$ cat src/rtl/rr_priority_arbiter.sv
// Grant arbiter with fixed-priority or round-robin selection; one registered grant held until ack or request drop.
// Latency: 1 cycle from request to grant; a single idle bubble separates consecutive grants.
module rr_priority_arbiter #(
  parameter  int N  = 16,
  localparam int IW = $clog2(N)
) (
  input  logic          clk,
  input  logic          rst,
  input  logic [N-1:0]  req,
  input  logic          mode,
  input  logic          ack,
  output logic [N-1:0]  gnt,
  output logic [IW-1:0] gnt_idx,
  output logic          gnt_valid
);

  typedef enum logic {IDLE, GRANT} state_t;

  state_t        state, state_nxt;
  logic [IW-1:0] ptr, ptr_nxt;
  logic [IW-1:0] idx_r, idx_nxt;
  logic [N-1:0]  gnt_r, gnt_nxt;
  logic          mode_r, mode_nxt;
  logic [IW-1:0] win_idx;
  logic          found;
  int            j;

  // Scan starts at ptr in round-robin mode and at 0 in fixed mode; wrap is mod N.
  always_comb begin
    win_idx = '0;
    found   = 1'b0;
    j       = 0;
    for (int k = 0; k < N; k++) begin
      j = (mode ? int'(ptr) : 0) + k;
      if (j >= N) j = j - N;
      if (!found && req[j]) begin
        win_idx = IW'(j);
        found   = 1'b1;
      end
    end
  end

  always_ff @(posedge clk) begin
    if (rst) begin
      state  <= IDLE;
      ptr    <= '0;
      idx_r  <= '0;
      gnt_r  <= '0;
      mode_r <= 1'b0;
    end else begin
      state  <= state_nxt;
      ptr    <= ptr_nxt;
      idx_r  <= idx_nxt;
      gnt_r  <= gnt_nxt;
      mode_r <= mode_nxt;
    end
  end

  // mode is captured with the grant so a change mid-grant cannot alter the pointer update.
  always_comb begin
    state_nxt = state;
    ptr_nxt   = ptr;
    idx_nxt   = idx_r;
    gnt_nxt   = gnt_r;
    mode_nxt  = mode_r;
    case (state)
      IDLE: begin
        if (|req) begin
          state_nxt = GRANT;
          idx_nxt   = win_idx;
          gnt_nxt   = N'(1) << win_idx;
          mode_nxt  = mode;
        end
      end
      GRANT: begin
        if (ack || !req[idx_r]) begin
          state_nxt = IDLE;
          idx_nxt   = '0;
          gnt_nxt   = '0;
          if (mode_r)
            ptr_nxt = (idx_r == IW'(N - 1)) ? '0 : idx_r + IW'(1);
        end
      end
      default: state_nxt = IDLE;
    endcase
  end

  always_comb begin
    gnt       = gnt_r;
    gnt_idx   = idx_r;
    gnt_valid = (state == GRANT);
  end

endmodule

$ cat config.mk
export PLATFORM = sky130hd
export DESIGN_NAME = rr_priority_arbiter
export DESIGN_NICKNAME = d
export VERILOG_FILES = /design/src/rtl/rr_priority_arbiter.sv
export SDC_FILE = /design/constraint.sdc
export NUM_CORES = 1
export LEC_CHECK = 0
export ABC_AREA = 0
export BUFFER_PORTS_ARGS = -buffer_cell sky130_fd_sc_hd__buf_4
export CAP_MARGIN = 20
export CORE_MARGIN = 3
export CORE_UTILIZATION = 30
export DETAILED_ROUTE_END_ITERATION = 10
export PLACE_DENSITY = 0.58
export SETUP_SLACK_MARGIN = 0.2
export SLEW_MARGIN = 30
export SYNTH_ARGS = -nofsm -noshare
export SYNTH_HDL_FRONTEND = slang
export SYNTH_SLANG_ARGS = --single-unit
$ cat constraint.sdc
create_clock -name clk -period 11.95 [get_ports clk]
set_input_delay 0 -clock clk [delete_from_list [all_inputs] [get_ports clk]]
set_output_delay 0 -clock clk [all_outputs]
set_load 0.03 [all_outputs]
[After elaboration in Yosys (flattened, before gate mapping)]
Index checks and enable logic that the tools add are counted.
Operators by class
  add/subtract/negate cells: 32
  order comparisons: 33
  equality and inequality tests: 3
  shift-type cells: 1
  muxes and demuxes: 108
  bitwise operators: 1
  reductions and logical operators: 36
Operator list (number)
  $lt 32x6->1 const B: 16
  $mux 32: 16
  $ge 32x6->1 const B: 15
  $sub 32x6->32 const B: 15
  $add 32x5->32 const B: 7
  $add 32x4->32 const B: 4
  $mux 4: 20
  $bmux 1 s4: 17
  $add 32x3->32 const B: 2
  $mux 1: 50
  $add 32x2->32 const B: 1
  $mux 16: 2
  $pmux 16 s2: 1
  $logic_not 1->1: 16
  $reduce_or 16->1: 1
  $shl 1x4->16 const A: 1
  $logic_and 1x1->1: 15
  $pmux 4 s2: 1
  $sub 5x5->6 const B: 1
  $add 4x4->5 const B: 1
  $ge 5x5->1 const B: 1
  $lt 4x5->1 const B: 1
  $add 4x1->4 const B: 1
  $eq 4x4->1 const B: 1
  7 further kinds: 8
Storage, ports and cells
  flip-flop bits (word level): 26
  input bits: 20
  word-level logic and storage cells: 219

[Logic depth before layout (Yosys ltp)]
Gate-level depths: netlist of the first run.
  word-level depth: 55
  depth in mapped cells: 20
  mapped depth without buffers: 14

[Worst setup path before layout of the first run]
OpenSTA, ideal clock, no wires.
  kind: flip-flop to flip-flop
  start point: reg ptr[1]
  end point: reg gnt_r[4] (netlist: gnt[4])
  setup time: 0.117 ns
  arrival: 4.542 ns
  path slack: 7.291 ns
  cell stages (with the launch flop): 20
  buffers on the path: 5
  clock period less this slack: 4.659 ns
  cells stage by stage: dfxtp_1 > buf_4 > and2_0 > clkbuf_1 > inv_1 > clkbuf_1 > ha_1 > buf_2 > xnor2_1 > mux2_2 > a211oi_1 > nor3_1 > nand3b_1 > or4_1 > buf_2 > or4_4 > o311ai_2 > o21a_4 > nor2_1 > a32o_1
On the way
  longest elaborated chain between the ends: 55
RTL lines
  start, declared: line 20  | logic [IW-1:0] ptr, ptr_nxt;
  start signal, assigned: line 52  | ptr <= ptr_nxt;
  $mux 4 (*): line 34  | j = (mode ? int'(ptr) : 0) + k;
  parallel branches: the longest is 50 deep, another holds $add 32x2->32
  $mux 4 (*): line 36  | if (!found && req[j]) begin
  $shl 1x4->16 (*): line 71  | gnt_nxt = N'(1) << win_idx;
  $mux 16 (*): line 68  | if (|req) begin
  $pmux 16 s2 (*): line 66  | case (state)
  end signal, assigned: line 54  | gnt_r <= gnt_nxt;
  end, declared: line 22  | logic [N-1:0] gnt_r, gnt_nxt;
Mark *: on every way between the ends. The select of a mux whose other input is x is not followed.
A chain may end at the register's enable or synchronous reset.

[Worst setup path after layout of the first run]
  start point: reg ptr[1]
  end point: reg gnt_r[10] (netlist: gnt[10])
Same word-level chain as after synthesis.

==> metrics.txt, run 1 <==
outcome=complete, no violations; CP max stage cell=or4_1; Leak=roughly 1.7 nW; DP HPWL=about 12000 µm; Initial Util=0.309; Async S/R FF share, synth=0; NetSw=0.000149 W; WL/cell=21.1 µm; Worst Skew=0.00127 ns; total global routing overflow=0; row count=between 40 and 50; FMAX=between 0.15 and 0.2 GHz; die footprint=15900 µm²; Cell Pwr Density=78.3 nW/µm²; CP Class=reg -> reg; Final Hold Vio Count=0; Syn Inst Count=593; DR iter-0 viols=488; crit path DAT=5.69 ns; Reg2Reg Setup Slack=6.42 ns; Cell Area, Synth=4330 µm²; Final Util=0.340; Worst Hold Class=in -> reg; most frequent cells in the layout=54 x nand2_1, 45 x buf_4, 42 x nor2_1; number of synthesized flops with an enable pin=0; CTS tree=built; initial antenna violation count=0; # resized after CTS=0; Min Clock Period, post-route=roughly 5.5 ns; buffers added on ports=40; die width=about 130 µm; Main synth FF type=dfxtp_1; Slew HR=0.407; crit path capture type=register; clock root buffer=clkbuf_16; All-Layer GR Usage=0.196; Avg Inst Size Synth=7.30 µm²; clk sinks=26; fin crit share=0.463; final hold slack=about 0.24 ns; Num CTS Buffers=3; largest net degree at the start of global routing=around 70; Buf/Inv on CP=3; Clock transition at path regs=0.06 ns; sequential share of power=0.259; sequential area share after synthesis=0.120; Power, Total=0.000372 W; # IOs=41; drt first pass iters=5; setup ws final=6.42 ns; Comb power frac=0.482; maximum vdd drop=0.113 mV; global-route wire length before repair=25600 µm; max incr delay on CP=0.67 ns; vias in the first global route=4586; setup TNS=0 ns; Final setup viols=0; synthesis-to-layout area growth=9.80%; Clk pwr share=0.259; Switching Share=0.401; DRC=0; commonest non-fill, non-tap cell in the layout=nand2_1; Top cell by count, worst path=buf_4; maximum clock path buffer count=2; critical path data required time=12.11 ns; Syn Nets=615; FF+latch count, synth=26; number of library cell types mapped by synthesis=80; CP cell instances=buf_4, and2_0, buf_4, inv_1, ha_1, xnor2_1, mux2_2, a211oi_1, nor3_1, nand3b_1, or4_1, a31oi_1, a21oi_1, a22oi_1, nand2_1, o31ai_1; worst-skew pair later-pin latency=~0.26 ns; max-slew violation count=0; # H-tree levels=1; Startpoint Class=register; crit-path leading delay family=compound AO/OA/AOI/OAI gates; Worst Path Max Fanout=32; Vias=4956; worst slack, placed=6.49 ns; MaxCap Viol Count=0; layout cell share with drive strength beyond 1=0.149; RSZ-0062 raised after global routing=no; worst slew pin tran=0.867 ns; Die Y=about 130 µm; P_int=approximately 0.00022 W; gpl congestion=0.954; Syn. warnings=0; total core area=14000 µm²; routed vias/inst=6.44; ANT cells=0; Layout Nets=roughly 610; final WL=between 15000 and 20000 µm; post-route ant nets=0
==> layer usage <==
| layer | track usage | up-vias | wire [µm] | share of wire |
|---|---|---|---|---|
| met5 | 0 | - | 0 | 0 |
| met2 | 0.328 | 283 | 7570 | 0.47 |
| met1 | 0.260 | 2311 | 6510 | 0.40 |
| li1 | - | 2311 | - | - |
| met4 | 0.0795 | 0 | 756 | 0.047 |
| met3 | 0.0195 | 51 | 1400 | 0.086 |
==> layout make-up <==
cell class                 count  area, µm²
fill                        1502       9240
timing repair buffer          46        348
multi-input combinational    502       3510
tap                          180        225
clock buffer                   3       75.1
clock inverter                 1       30.0
sequential                    26        522
inverter                      12       45.0
==> final timing paths <==
check | endpoint | cells after the start | start
worst min-delay path | gnt_valid | 4 | req[10]
worst min register to register | mode_r | 2 | mode_r
worst max-delay path | gnt[10] | 16 | ptr[1]
worst max register to register | gnt[10] | 16 | ptr[1]
==> through the flow <==
| step | instances | cell area [µm²] |
|---|---|---|
| after floorplan | 593 | 4330 |
| after global placement | 765 | 4630 |
| after detailed placement | 765 | 4630 |
| after CTS | 770 | 4750 |
| after global routing | 770 | 4750 |
| final | 770 | 4750 |
==> what timing repair did <==
action | 4_1_cts | 5_1_grt
buffers inserted | 0 | 0
hold endpoints to repair | 4 | 0
hold buffers | 1 | 0
endpoints found under the setup margin | 0 | 0
==> kinds of logic (layout without fill, tap and decap cells) <==
group / Yosys count / in the layout / share of synthesized area
compound gates: 215 / 215 / 0.365
buf+inv: 65 / 62 / 0.0703
mux: 45 / 45 / 0.132
xor+xnor: 11 / 11 / 0.0257
simple gates: 229 / 229 / 0.281
flops: 26 / 26 / 0.120
fa+ha+maj: 2 / 2 / 0.00578
==> synthesized netlist by cell type, types with 9 or more instances <==
cell      instances  share of area
nor2_1           42          0.036
and2_1           13          0.019
a32o_1            9          0.021
nand3_1          22          0.025
and3_1           20          0.029
inv_1            11         0.0095
o31ai_1          11          0.019
a211oi_1         11          0.019
nor3_1           15          0.017
a21oi_1          36          0.042
o21ai_0          31          0.036
o22ai_1          11          0.016
mux2i_1          28          0.065
nand2_1          54          0.047
buf_2            15          0.017
o211ai_1         14          0.024
mux4_2            9          0.047
clkbuf_1         28          0.024
dfxtp_1          26           0.12
==> registers in the layout, indices dropped and copies added, names as in the netlist <==
name       flops
mode_r         1
ptr            4
gnt_valid      1
gnt           16
gnt_idx        4
==> power by group through the flow <==
| stage | Sequential, W | Clock (W) | Combinational, W |
|---|---|---|---|
| floorplan | 0.000101 | 0 | 0.000124 |
| global placement | 0.0000982 | 0 | 0.000175 |
| detailed placement | 0.0000985 | 0 | 0.000174 |
| CTS | 0.0000965 | 0.0000970 | 0.000175 |
| global route | 0.0000972 | 0.000101 | 0.000194 |
| finish | 0.0000964 | 0.0000964 | 0.000179 |
==> tightest hold or removal path: cells and delay by family <==
| kind | cells | cell delay, ns |
|---|---|---|
| buffers and inverters | 1 | 0.11 |
| and+or+nand+nor | 2 | 0.22 |
| AOI/OAI and AO/OA | 1 | 0.13 |
No activity file was read; power rests on OpenSTA's default activity.
==> run 2: changes to the inputs <==
--- a/config.mk
+++ b/config.mk
@@ -5,13 +5,13 @@
 export SDC_FILE = /design/constraint.sdc
 export NUM_CORES = 1
 export LEC_CHECK = 0
-export ABC_AREA = 0
+export ABC_AREA = 1
 export BUFFER_PORTS_ARGS = -buffer_cell sky130_fd_sc_hd__buf_4
 export CAP_MARGIN = 20
 export CORE_MARGIN = 3
 export CORE_UTILIZATION = 30
 export DETAILED_ROUTE_END_ITERATION = 10
-export PLACE_DENSITY = 0.58
+export PLACE_DENSITY = 0.59
 export SETUP_SLACK_MARGIN = 0.2
 export SLEW_MARGIN = 30
 export SYNTH_ARGS = -nofsm -noshare
==> constraint.sdc (replaced) <==
create_clock -name clk -period 5.55 [get_ports clk]
set_input_delay 0 -clock clk [delete_from_list [all_inputs] [get_ports clk]]
set_output_delay 0 -clock clk [all_outputs]
set_load 0.03 [all_outputs]
==> run 2 against run 1 <==
  * Area after synthesis is 23% lower
  * Power is 90% higher
  * First-iteration DRC count is 52% lower
  * Non-clock buffer count is 5 lower
  * Fmax is 35% higher
  * Clock power is 63% higher
==> metrics.txt, run 2 <==
Synth top area share=0.211; hold endpoint=gnt[7]; # resized after CTS=0; Vias=4052; ANT cells=0; # H-tree levels=1; FMAX=0.245 GHz; area of the multi-input gates=between 2000 and 2500 µm²; CP Class=reg -> reg; DP HPWL=between 9000 and 10000 µm; RSZ-0062 raised after global routing=no; min-delay src=rst; post-route ant nets=0; post-route insts no fill=765; number of synthesized flops with an enable pin=0; WL/cell=15.1 µm; Num CTS Buffers=3; Buf/Inv on CP=2; setup ws final=1.46 ns; register area=roughly 520 µm²; DR iter-0 viols=about 240; vias in the first global route=4033; crit-path leading delay family=simple AND/OR/NAND/NOR gates; gpl congestion=0.996; crit path DAT=4.24 ns; FF+latch count, synth=26; most numerous cell in the Yosys netlist=nand2_1; routed vias/inst=5.30; number of library cell types mapped by synthesis=43; RR Startpoint=ptr[0]; Layout Nets=652; worst-skew pair later-pin latency=0.27 ns; Min Clock Period, post-route=4.09 ns; largest net degree at the start of global routing=27; CP max stage cell=ha_1; Startpoint Class=register; Clock transition at path regs=0.09 ns; outcome=complete, no violations; MaxCap Viol Count=0; worst slew pin tran=0.566 ns; crit path capture type=register; worst slack, placed=1.51 ns; # hold bufs at CTS=0; Main synth FF type=dfxtp_1; drt first pass iters=5; Syn Inst Count=599; buffers added on ports=40; Cell Pwr Density=186 nW/µm²; Worst Path Max Fanout=24; Die Y=~110 µm; Slew HR=0.619; initial antenna violation count=0; Post-CTS Repair Setup Buffers=0; worst hold path depth=2; fillers=1225; DP Cell Count=761; Area contributors post-synth=nand2_1 21%, nand3_1 16%, dfxtp_1 16%; Top cell by count, worst path=nand2_1; critical path data required time=5.71 ns; Worst Skew=0.00557 ns; total global routing overflow=0; die footprint=12400 µm²; Avg Inst Size Synth=5.57 µm²; synthesis-to-layout area growth=13.9%; Synth top cells by count=188 x nand2_1, 105 x nand3_1, 75 x nor2_1, 45 x inv_1, 26 x dfxtp_1; Syn Nets=just over 600; fin crit share=0.736; setup TNS=0 ns; max incr delay on CP=0.50 ns; RR Endpoint=gnt[15]; Final Hold Vio Count=0; commonest non-fill, non-tap cell in the layout=nand2_1; Syn. warnings=0; Reg2Reg Setup Slack=around 1.5 ns; clock root buffer=clkbuf_8; sequential area share after synthesis=0.156; Initial Util=0.316; row count=37; cell taking the most area after synthesis=nand2_1; Async S/R FF share, synth=0; Worst Hold Class=in -> reg; # IOs=41; worst reg2reg path depth=26; Setup crit start=ptr[0]; max-slew violation count=0; Leak=1.86 nW; CTS tree=built; CP Depth=26; global-route wire length before repair=19800 µm; All-Layer GR Usage=0.188; clk sinks=26; Final setup viols=0; Final Util=0.360; final WL=approximately 12000 µm; total core area=roughly 11000 µm²; die width=111 µm; DRC=0; most frequent cells in the layout=188 x nand2_1, 105 x nand3_1, 75 x nor2_1; maximum vdd drop=0.167 mV; max reg flops=16; maximum clock path buffer count=2; Cell Area, Synth=3340 µm²; layout cell share with drive strength beyond 1=0.167
run 2: metrics by stage:
| step | hold WS (ns) | total power, W | instance area, µm² |
|---|---|---|---|
| 2_1_floorplan | 0.292 | 0.000455 | 3340 |
| 3_3_place_gp | 0.361 | 0.000546 | 3730 |
| 3_5_place_dp | 0.372 | 0.000549 | 3730 |
| 4_1_cts | 0.0824 | 0.000707 | 3800 |
| 5_1_grt | 0.0878 | 0.000766 | 3800 |
| 6_report | 0.0902 | 0.000706 | 3800 |
run 2: worst max-delay path by stage:
stage,endpoint
after floorplan,gnt[12]
after global placement,gnt[12]
after detailed placement,gnt[12]
after CTS,gnt[12]
after global routing,gnt[15]
final,gnt[15]
run 2: worst reg2reg max path, stage by stage (launching register included):
cell and delay (ns):
dfxtp_1 0.32, buf_4 0.25, nand2_2 0.28, ha_1 0.50, inv_1 0.21, nand3_1 0.16
nand3_1 0.11, nand3_1 0.08, nand2_2 0.16, nand3_4 0.11, nor2_8 0.15, nand4_4 0.13
nor2_8 0.18, nand4_1 0.23, or2_0 0.27, nand2_1 0.06, nand2_1 0.04, nand2_1 0.05
nand2_1 0.05, nand2_1 0.07, nand2_1 0.07, nand2_2 0.08, nand2_2 0.10, nand2_2 0.12
nor2_1 0.06, nor2_1 0.08, nor2_1 0.04
run 2: final cells by class:
| class | count | share of cell area |
|---|---|---|
| Sequential cell | 26 | 0.137 |
| Clock inverter | 1 | 0.00790 |
| Tap cell | 136 | 0.0448 |
| Inverter | 62 | 0.0625 |
| Clock buffer | 3 | 0.0109 |
| Multi-Input combinational cell | 496 | 0.656 |
| Timing Repair Buffer | 41 | 0.0809 |
run 2: power breakdown:
part / switching (W) / internal (W)
clock: 0.0000604 / 0.0000965
combinational: 0.000235 / 0.000102
sequential: 0.0000144 / 0.000197
run 2: logic make-up after synthesis:
kind of cell | count (synthesis) | synth area share
flip-flops | 26 | 0.156
buffers and inverters | 77 | 0.0967
AO/OA/AOI/OAI | 55 | 0.0971
AND/OR/NAND/NOR | 436 | 0.630
adder cells (fa/ha/maj) | 2 | 0.00750
XOR/XNOR | 3 | 0.0124
run 2: metal layers:
layer | wire [µm] | track usage
met1 | 5180 | 0.248
met2 | 5440 | 0.324
met5 | 0 | 0
met4 | 195 | 0.0454
met3 | 738 | 0.0293
==> run 3: changes to the inputs <==
--- a/config.mk
+++ b/config.mk
@@ -5,13 +5,13 @@
 export SDC_FILE = /design/constraint.sdc
 export NUM_CORES = 1
 export LEC_CHECK = 0
-export ABC_AREA = 1
+export ABC_AREA = 0
 export BUFFER_PORTS_ARGS = -buffer_cell sky130_fd_sc_hd__buf_4
 export CAP_MARGIN = 20
 export CORE_MARGIN = 3
 export CORE_UTILIZATION = 30
 export DETAILED_ROUTE_END_ITERATION = 10
-export PLACE_DENSITY = 0.59
+export PLACE_DENSITY = 0.6
 export SETUP_SLACK_MARGIN = 0.2
 export SLEW_MARGIN = 30
 export SYNTH_ARGS = -nofsm -noshare
==> constraint.sdc (replaced) <==
create_clock -name clk -period 3.6 [get_ports clk]
set_input_delay 0 -clock clk [delete_from_list [all_inputs] [get_ports clk]]
set_output_delay 0 -clock clk [all_outputs]
set_load 0.03 [all_outputs]
==> run 3 against run 2 <==
  * The flow now finishes with violations (setup timing)
  * Non-clock buffer count up 196
  * Wire length increased by 65%
  * Via count grew 41%
  * Largest power group unchanged
  * Clock power grew 75%
  * Power increased by 110%
  * Worst setup slack worse by 1.7 ns
  * First-iteration DRC count is 99% higher
  * Worst hold slack better by 0.14 ns
  * Critical path depth down 9
==> metrics.txt, run 3 (synthesis results as in run 1) <==
NetSw=~0.0006 W; final WL=roughly 19000 µm; sequential share of power=0.212; Cell Pwr Density=between 200 and 250 nW/µm²; Clk pwr share=0.182; All-Layer GR Usage=0.223; setup ws final=-0.224 ns; Final setup viols=18; max-slew violation count=0; worst hold path depth=4; drt first pass iters=5; CP Depth=17; Clock transition at path regs=0.07 ns; fin crit share=1.06; Worst Hold Class=in -> reg; DRC=0; global-route wire length before repair=29000 µm; Power, Total=0.00151 W; Layout Nets=804; DP Cell Count=between 900 and 1000; P_int=between 0.0009 and 0.001 W; CP Class=reg -> reg; maximum clock path buffer count=2; Slew HR=0.634; total core area=14000 µm²; crit path DAT=3.97 ns; Switching Share=0.398; vias in the first global route=approximately 5500; Initial Util=0.309; clk sinks=26; Buf/Inv on CP=4; failing checks=setup timing; DP HPWL=14500 µm; final hold slack=0.230 ns; crit path capture type=register; worst reg2reg path depth=17; # IOs=41; crit-path leading delay family=simple AND/OR/NAND/NOR gates; area of the multi-input gates=~4000 µm²; worst slew pin tran=0.544 ns; Post-DP Area=6080 µm²; CP max stage cell=dfxtp_4; initial antenna violation count=0; # H-tree levels=1; die footprint=15900 µm²; Num CTS Buffers=3; setup TNS=-3.28 ns; Vias=5714; synthesis-to-layout area growth=56.8%; critical path data required time=around 3.8 ns; worst-skew pair later-pin latency=about 0.26 ns; commonest non-fill, non-tap cell in the layout=buf_4; clock root buffer=clkbuf_16; WL/cell=about 20 µm; CTS tree=built; RSZ-0062 raised after global routing=yes; Startpoint Class=register; largest net degree at the start of global routing=40; row count=43; max reg flops=16; max incr delay on CP=0.42 ns; outcome=complete, but fails checks; Final Hold Vio Count=0; CP cell instances=and2_4, inv_6, ha_4, xnor2_4, mux2_4, a211oi_4, nor3_4, nand3b_1, buf_4, or3_4, a211o_1, o22ai_2, a22oi_2, buf_6, buf_12, and2_1, a32o_1; ANT cells=0; die width=126 µm; buffers added on ports=40; Worst Path Max Fanout=7; gpl congestion=roughly 0.97; register area=533 µm²; Worst Skew=slightly above 0.006 ns; Final Cell Area=6780 µm²; layout cell share with drive strength beyond 1=0.453; MaxCap Viol Count=0; routed vias/inst=5.95; most frequent cells in the layout=218 x buf_4, 52 x nand2_1, 36 x nor2_1; DR iter-0 viols=470; post-route insts no fill=961; FMAX=0.262 GHz; Die Y=~130 µm; Comb power frac=0.607; maximum vdd drop=approximately 0.28 mV; Leak=2.80 nW; Min Clock Period, post-route=3.82 ns; total global routing overflow=0; post-route ant nets=0; fillers=1357
## run 3: cell count changes in the layout (fill, tap and decap cells not counted), moves of 13 or more
cell | previous run | this run
buf_4 | 41 | 218
nand2_1 | 188 | 52
nand3_1 | 105 | 21
nor2_1 | 75 | 36
inv_1 | 45 | 10
mux2i_1 | 0 | 25
and3_1 | 0 | 17
o211ai_1 | 0 | 14
o21ai_0 | 15 | 28
## run 3: power by group through the flow
stage | Combinational [W] | Sequential (W) | Clock [W]
floorplan | 0.000433 | 0.000336 | 0
global placement | 0.000777 | 0.000325 | 0
detailed placement | 0.000784 | 0.000326 | 0
CTS | 0.000843 | 0.000319 | 0.000282
global route | 0.000974 | 0.000322 | 0.000296
finish | 0.000917 | 0.000320 | 0.000275
## run 3: path summary, 6_finish.rpt
| check | start | end | slack, ns |
|---|---|---|---|
| hold / removal | req[8] | gnt_valid | 0.23 |
| setup reg to reg | ptr[0] | gnt[0] | -0.22 |
| setup / recovery | ptr[0] | gnt[0] | -0.22 |
| hold reg to reg | gnt[10] | gnt[10] | 0.46 |
## run 3: per-layer routing
layer  routed length (µm)  share of wire  GRT usage
met3                 1220          0.064     0.0199
met1                 8040           0.42      0.291
met2                 8930           0.47      0.380
met5                    0              0          0
met4                  835          0.044     0.0902
## run 3: layout make-up
cell class / instances / share of cell area
inverter: 12 / 0.00738
clock buffer: 4 / 0.0131
tap: 180 / 0.0332
timing repair buffer: 237 / 0.284
multi-input combinational: 502 / 0.583
sequential: 26 / 0.0786
## run 3: tightest hold or removal path, stage by stage
cell     delay, ns
buf_4         0.11
nor4_1        0.05
nand4_1       0.17
o21a_1        0.13
## run 3: timing repair
action                                  CTS  global route
endpoints found under the setup margin   20            20
buffers inserted                         12             6
pin swaps                                17            22
hold buffers                              1             0
gates resized for setup                  54            49
hold endpoints to repair                  3             0
gates cloned                              1             1
## run 3: through the flow
step / setup WS, ns / utilization
4_1_cts: -0.151 / 0.466
6_report: -0.224 / 0.485
3_3_place_gp: -0.318 / 0.434
2_1_floorplan: -0.352 / -
3_5_place_dp: -0.300 / 0.434
5_1_grt: -0.343 / 0.485
